## src/rtl/fifo_uart_tx.sv

```systemverilog
// FIFO-draining UART transmitter: pops one byte per frame and sends it 8N1, LSB first.
// Define FIFO_UART_TX_PARITY_EN to insert an even-parity bit between the data and stop bits.
module fifo_uart_tx #(
    parameter int CLK_FREQ     = 25000000,
    parameter int BIT_RATE     = 115200,
    parameter int PAYLOAD_BITS = 8
) (
    input  logic                    clk,
    input  logic                    reset,
    input  logic                    tx_enable,
    input  logic                    fifo_empty,
    output logic                    fifo_read,
    input  logic [PAYLOAD_BITS-1:0] fifo_read_data,
    output logic                    uart_tx,
    output logic                    busy,
    output logic [2:0]              debug_state
);

    localparam int CYCLES_PER_BIT = CLK_FREQ / BIT_RATE;
    localparam int CNT_W          = $clog2(CYCLES_PER_BIT);
    localparam int IDX_W          = (PAYLOAD_BITS > 1) ? $clog2(PAYLOAD_BITS) : 1;
    localparam logic [CNT_W-1:0] CNT_LAST = CNT_W'(CYCLES_PER_BIT - 1);
    localparam logic [IDX_W-1:0] IDX_LAST = IDX_W'(PAYLOAD_BITS - 1);

    typedef enum logic [2:0] {
        IDLE   = 3'd0,
        POP    = 3'd1,
        LOAD   = 3'd2,
        START  = 3'd3,
        DATA   = 3'd4,
`ifdef FIFO_UART_TX_PARITY_EN
        PARITY = 3'd5,
`endif
        STOP   = 3'd6
    } state_t;

    state_t                  state, state_next;
    logic [CNT_W-1:0]        cnt, cnt_next;
    logic [IDX_W-1:0]        idx, idx_next;
    logic [PAYLOAD_BITS-1:0] shift, shift_next;
    logic                    tx_reg, tx_next;
    logic                    bit_end;
`ifdef FIFO_UART_TX_PARITY_EN
    logic                    parity, parity_next;
`endif

    assign bit_end = (cnt == CNT_LAST);

    always_ff @(posedge clk or negedge reset) begin
        if (!reset) begin
            state  <= IDLE;
            cnt    <= '0;
            idx    <= '0;
            shift  <= '0;
            tx_reg <= 1'b1;
`ifdef FIFO_UART_TX_PARITY_EN
            parity <= 1'b0;
`endif
        end else begin
            state  <= state_next;
            cnt    <= cnt_next;
            idx    <= idx_next;
            shift  <= shift_next;
            tx_reg <= tx_next;
`ifdef FIFO_UART_TX_PARITY_EN
            parity <= parity_next;
`endif
        end
    end

    always_comb begin
        state_next = state;
        cnt_next   = cnt;
        idx_next   = idx;
        shift_next = shift;
`ifdef FIFO_UART_TX_PARITY_EN
        parity_next = parity;
`endif
        case (state)
            IDLE: begin
                if (tx_enable && !fifo_empty) state_next = POP;
            end
            POP: state_next = LOAD;
            LOAD: begin
                // Read data is valid the cycle after the pop strobe.
                shift_next = fifo_read_data;
                cnt_next   = '0;
                idx_next   = '0;
`ifdef FIFO_UART_TX_PARITY_EN
                parity_next = ^fifo_read_data;
`endif
                state_next = START;
            end
            START: begin
                if (bit_end) begin
                    cnt_next   = '0;
                    state_next = DATA;
                end else begin
                    cnt_next = cnt + CNT_W'(1);
                end
            end
            DATA: begin
                if (bit_end) begin
                    cnt_next   = '0;
                    shift_next = shift >> 1;
                    if (idx == IDX_LAST) begin
`ifdef FIFO_UART_TX_PARITY_EN
                        state_next = PARITY;
`else
                        state_next = STOP;
`endif
                    end else begin
                        idx_next = idx + IDX_W'(1);
                    end
                end else begin
                    cnt_next = cnt + CNT_W'(1);
                end
            end
`ifdef FIFO_UART_TX_PARITY_EN
            PARITY: begin
                if (bit_end) begin
                    cnt_next   = '0;
                    state_next = STOP;
                end else begin
                    cnt_next = cnt + CNT_W'(1);
                end
            end
`endif
            STOP: begin
                if (bit_end) begin
                    cnt_next   = '0;
                    state_next = IDLE;
                end else begin
                    cnt_next = cnt + CNT_W'(1);
                end
            end
            default: state_next = IDLE;
        endcase

        // Line level is computed from the next state so the flop lines up with the state register.
        tx_next = 1'b1;
        case (state_next)
            START: tx_next = 1'b0;
            DATA:  tx_next = shift_next[0];
`ifdef FIFO_UART_TX_PARITY_EN
            PARITY: tx_next = parity_next;
`endif
            default: tx_next = 1'b1;
        endcase
    end

    assign uart_tx     = tx_reg;
    assign fifo_read   = (state == POP);
    assign busy        = (state != IDLE);
    assign debug_state = state;

endmodule
```

## config.mk

```make
export PLATFORM = sky130hd
export DESIGN_NAME = fifo_uart_tx
export DESIGN_NICKNAME = d
export VERILOG_FILES = /design/src/rtl/fifo_uart_tx.sv
export SDC_FILE = /design/constraint.sdc
export NUM_CORES = 1
export LEC_CHECK = 0
export BUFFER_PORTS_ARGS = -buffer_cell sky130_fd_sc_hd__buf_2
export CAP_MARGIN = 20
export CORE_MARGIN = 2
export CORE_UTILIZATION = 50
export CTS_CLUSTER_DIAMETER = 120
export CTS_CLUSTER_SIZE = 20
export DETAILED_ROUTE_END_ITERATION = 7
export PLACE_DENSITY = 0.74
export SYNTH_ARGS = -nofsm -noshare
export SYNTH_HDL_FRONTEND = slang
export SYNTH_SLANG_ARGS = --single-unit
```

## constraint.sdc

```tcl
create_clock -name clk -period 1.7 [get_ports clk]
set_input_delay 0.34 -clock clk [delete_from_list [all_inputs] [get_ports clk]]
set_output_delay 0.34 -clock clk [all_outputs]
set_load 0.1 [all_outputs]
```

==> flow_metrics.env <==
export IMPL_status="finished, violations left"
export IMPL_violations="negative setup slack"
export IMPL_core_um2=2480
export IMPL_path_cells="or3_4 -> buf_12"
export IMPL_syn_nets=149
export IMPL_antenna_found_initial=0
export IMPL_timing_fmax_mhz=573
export IMPL_start_util_pct=52.8
export IMPL_num_io_pins=18
export IMPL_max_stage_delay_ns=0.53
export IMPL_setup_tns_ns=-0.0682
export IMPL_clockBufferDepth=2
export IMPL_dieArea_um2=3040
export IMPL_synthDistinctLibCells=48
export IMPL_r2r_start="debug_state[1]"
export IMPL_root_buffer="clkbuf_4"
export IMPL_syn2layout_area_growth_pct=30.1
export IMPL_max_slew_margin_rel_pct=65.6
export IMPL_grt_pass1_vias=1104
export IMPL_clk_pin_slew_worst_paths_ns=0.11
export IMPL_drive_gt1_share_pct=37.9
export IMPL_grt_pass1_wl_mm=4.81
export IMPL_cp_end_kind="primary output"
export IMPL_synth_seq_area_share_pct=44.1
export IMPL_min_path_cells=3
export IMPL_ys_seq_elements=23
export IMPL_viasPerCell=5.98
export IMPL_cts_tree="built"
export IMPL_grt_ovfl_total=0
export IMPL_finalHoldViolCount=0
export IMPL_fin_nets=186
export IMPL_period_share_pct=103
export IMPL_n_antenna_cell=0
export IMPL_vias=1191
export IMPL_clk_latency_ns=0.30
export IMPL_power_density_nw_per_um2=848
export IMPL_firstDrtPassIters=4
export IMPL_required_ns=1.36
export IMPL_p_leak_nw=0.807
export IMPL_synth_top_area_share_pct=42.1
export IMPL_regToRegEndpoint="cnt[7]"
export IMPL_die_x_um=55.1
export IMPL_final_setup_viol_count=3
export IMPL_drv_cap=0
export IMPL_ff2ff_path_depth=5
export IMPL_cts_max_level=1
export IMPL_hold_path_class="primary input to flip-flop"
export IMPL_yosysWarnings=0
export IMPL_cts_buffers=3
export IMPL_crit_family="flip-flops"
export IMPL_netlist_top_cells_area="dfrtp_1, a22o_1, a21o_1, ha_1, nand2_1"
export IMPL_power_total_mw=1.44
export IMPL_crit_buf_inv=1
export IMPL_rows=18
export IMPL_cts_sinks=23
export IMPL_critPathArrivalTime_ns=1.41
export IMPL_crit_start="debug_state[0]"
export IMPL_criticalPathCategory="flip-flop to primary output"
export IMPL_synth_largest_area_cell="dfrtp_1"
export IMPL_timing_worst_slew_pin_value_ns=0.516
export IMPL_layout_setup_ws_ns=-0.0464
export IMPL_rsz0062_at_grt="true"
export IMPL_startpoint_type="flip-flop"
export IMPL_hold_slack_ns=0.227
export IMPL_fp_dieH_um=55.1
export IMPL_finalCriticalPeriod_ns=1.75
export IMPL_grt_max_degree=24
export IMPL_skew_ns=0.00658
export IMPL_dp_hpwl_mm=2.11
export IMPL_synth_area_per_cell_um2=9.83
export IMPL_whs_endpoint="shift[7]"
export IMPL_peakVddDrop_mv=0.591
export IMPL_place_congestion=0.835
export IMPL_drc=0
export IMPL_drv_slew=0
export IMPL_cp_max_fo=5
export IMPL_min_delay_start="fifo_read_data[7]"
export IMPL_ant_nets=0
export IMPL_drt_iter0_markers=32
export IMPL_numPortBuffers=17
export IMPL_synth_cells=133
export IMPL_wl_per_cell_um=15.7
export IMPL_pre_cts_slack_ns=0.0300
export IMPL_final_util_pct=68.7
export IMPL_syn_cell_area_um2=1310
export IMPL_reg2reg_slack_ns=-0.01
export IMPL_wirelength_mm=3.12
export IMPL_fillCellCount=187
export IMPL_grt_use_total_pct=22.3
export IMPL_cpMaxStageDelayCell="dfrtp_4"
[cells by family after synthesis]
| family | count (synthesis) | share of synthesized area (%) |
|---|---|---|
| compound gates | 37 | 21.1 |
| xor+xnor | 3 | 2.01 |
| fa+ha+maj | 5 | 4.59 |
| buf+inv | 10 | 3.35 |
| flops | 23 | 44.1 |
| mux | 1 | 0.861 |
| simple gates | 54 | 23.9 |
[metrics by stage]
stage / area [µm²] / cells
3_3_place_gp: 1550 / 186
5_1_grt: 1700 / 199
4_1_cts: 1650 / 197
2_1_floorplan: 1360 / 133
6_report: 1700 / 199
3_5_place_dp: 1550 / 186
[area by class of cell]
class / count / area, µm² / area share, %
Tap cell: 30 / 37.5 / 2.21
Clock buffer: 4 / 26.3 / 1.54
Multi-Input combinational cell: 100 / 741 / 43.5
Inverter: 4 / 15.0 / 0.882
Sequential cell: 23 / 589 / 34.6
Timing Repair Buffer: 38 / 293 / 17.2
[worst max path at each step]
| stage | endpoint | slack [ns] | depth (start not counted) |
|---|---|---|---|
| after global routing | busy | -0.08 | 2 |
| after global placement | cnt[7] | 0.07 | 4 |
| final | busy | -0.05 | 2 |
| after floorplan | cnt[7] | -0.07 | 4 |
| after detailed placement | cnt[2] | 0.03 | 6 |
| after CTS | busy | -0.05 | 2 |
[flip-flops by register name, summed over array words and instances, names as in the netlist]
signal,cells
idx,3
cnt,8
uart_tx,1
debug_state,3
shift,8
[per-layer routing]
layer / vias to the layer above / GRT usage [%] / wire length, µm
met5: - / 0 / 0
met3: 10 / 3.76 / 99
li1: 564 / - / -
met4: 0 / 6.50 / 65
met1: 588 / 29.2 / 1470
met2: 29 / 37.7 / 1490
[layout by cell type, fill, tap and decap left out, types with 4 or more instances in the layout]
| cell type | count |
|---|---|
| o21ai_0 | 6 |
| clkbuf_4 | 4 |
| nand2_1 | 11 |
| inv_1 | 4 |
| buf_2 | 13 |
| nand3_1 | 7 |
| a22o_1 | 8 |
| buf_4 | 18 |
| ha_1 | 4 |
| o211ai_1 | 4 |
| nor2_1 | 4 |
| a21o_1 | 7 |
| dfrtp_1 | 18 |
[cells in the mapped netlist, drive strengths merged]
cell     count
clkbuf       2
buf          4
nand4bb      1
nor2         8
a21o         7
and2         3
o211ai       4
nand2       12
nand3b       1
mux2         1
xnor2        3
nor3         2
or3          1
and4bb       1
dfrtp       22
and3         2
a21oi        2
o31ai        2
a211o        2
nor2b        3
and4b        1
a222oi       1
a22oi        1
and2b        1
dfstp        1
nand4        1
a22o         8
nand3        8
a2111oi      1
maj3         1
a311oi       1
a32oi        1
or4b         1
nor3b        2
inv          4
or2          1
ha           4
or4          1
o22ai        1
and3b        1
nand2b       2
o21ai        6
nor4         1
[worst register-to-register path: cells and delay by family, from the launching register on]
family,cells,cell delay [ns]
AOI/OAI and AO/OA,1,0.22
buffers and inverters,1,0.13
DFF,1,0.48
and+or+nand+nor,3,0.79
[timing repair]
| action | in CTS | in global routing |
|---|---|---|
| setup endpoints to repair | 2 | 16 |
| gates resized for setup | 8 | 11 |
| hold endpoints to repair | 10 | 0 |
| pin swaps | 2 | 1 |
| gates cloned | 0 | 0 |
| hold buffers | 1 | 0 |
| buffers inserted | 6 | 2 |
[power breakdown]
part | switching [mW] | internal (mW) | total, mW
Clock | 0.150 | 0.0912 | 0.241
Combinational | 0.196 | 0.227 | 0.424
Sequential | 0.114 | 0.665 | 0.778
Total | 0.459 | 0.983 | 1.44
Power figures use the tool's default switching activity.
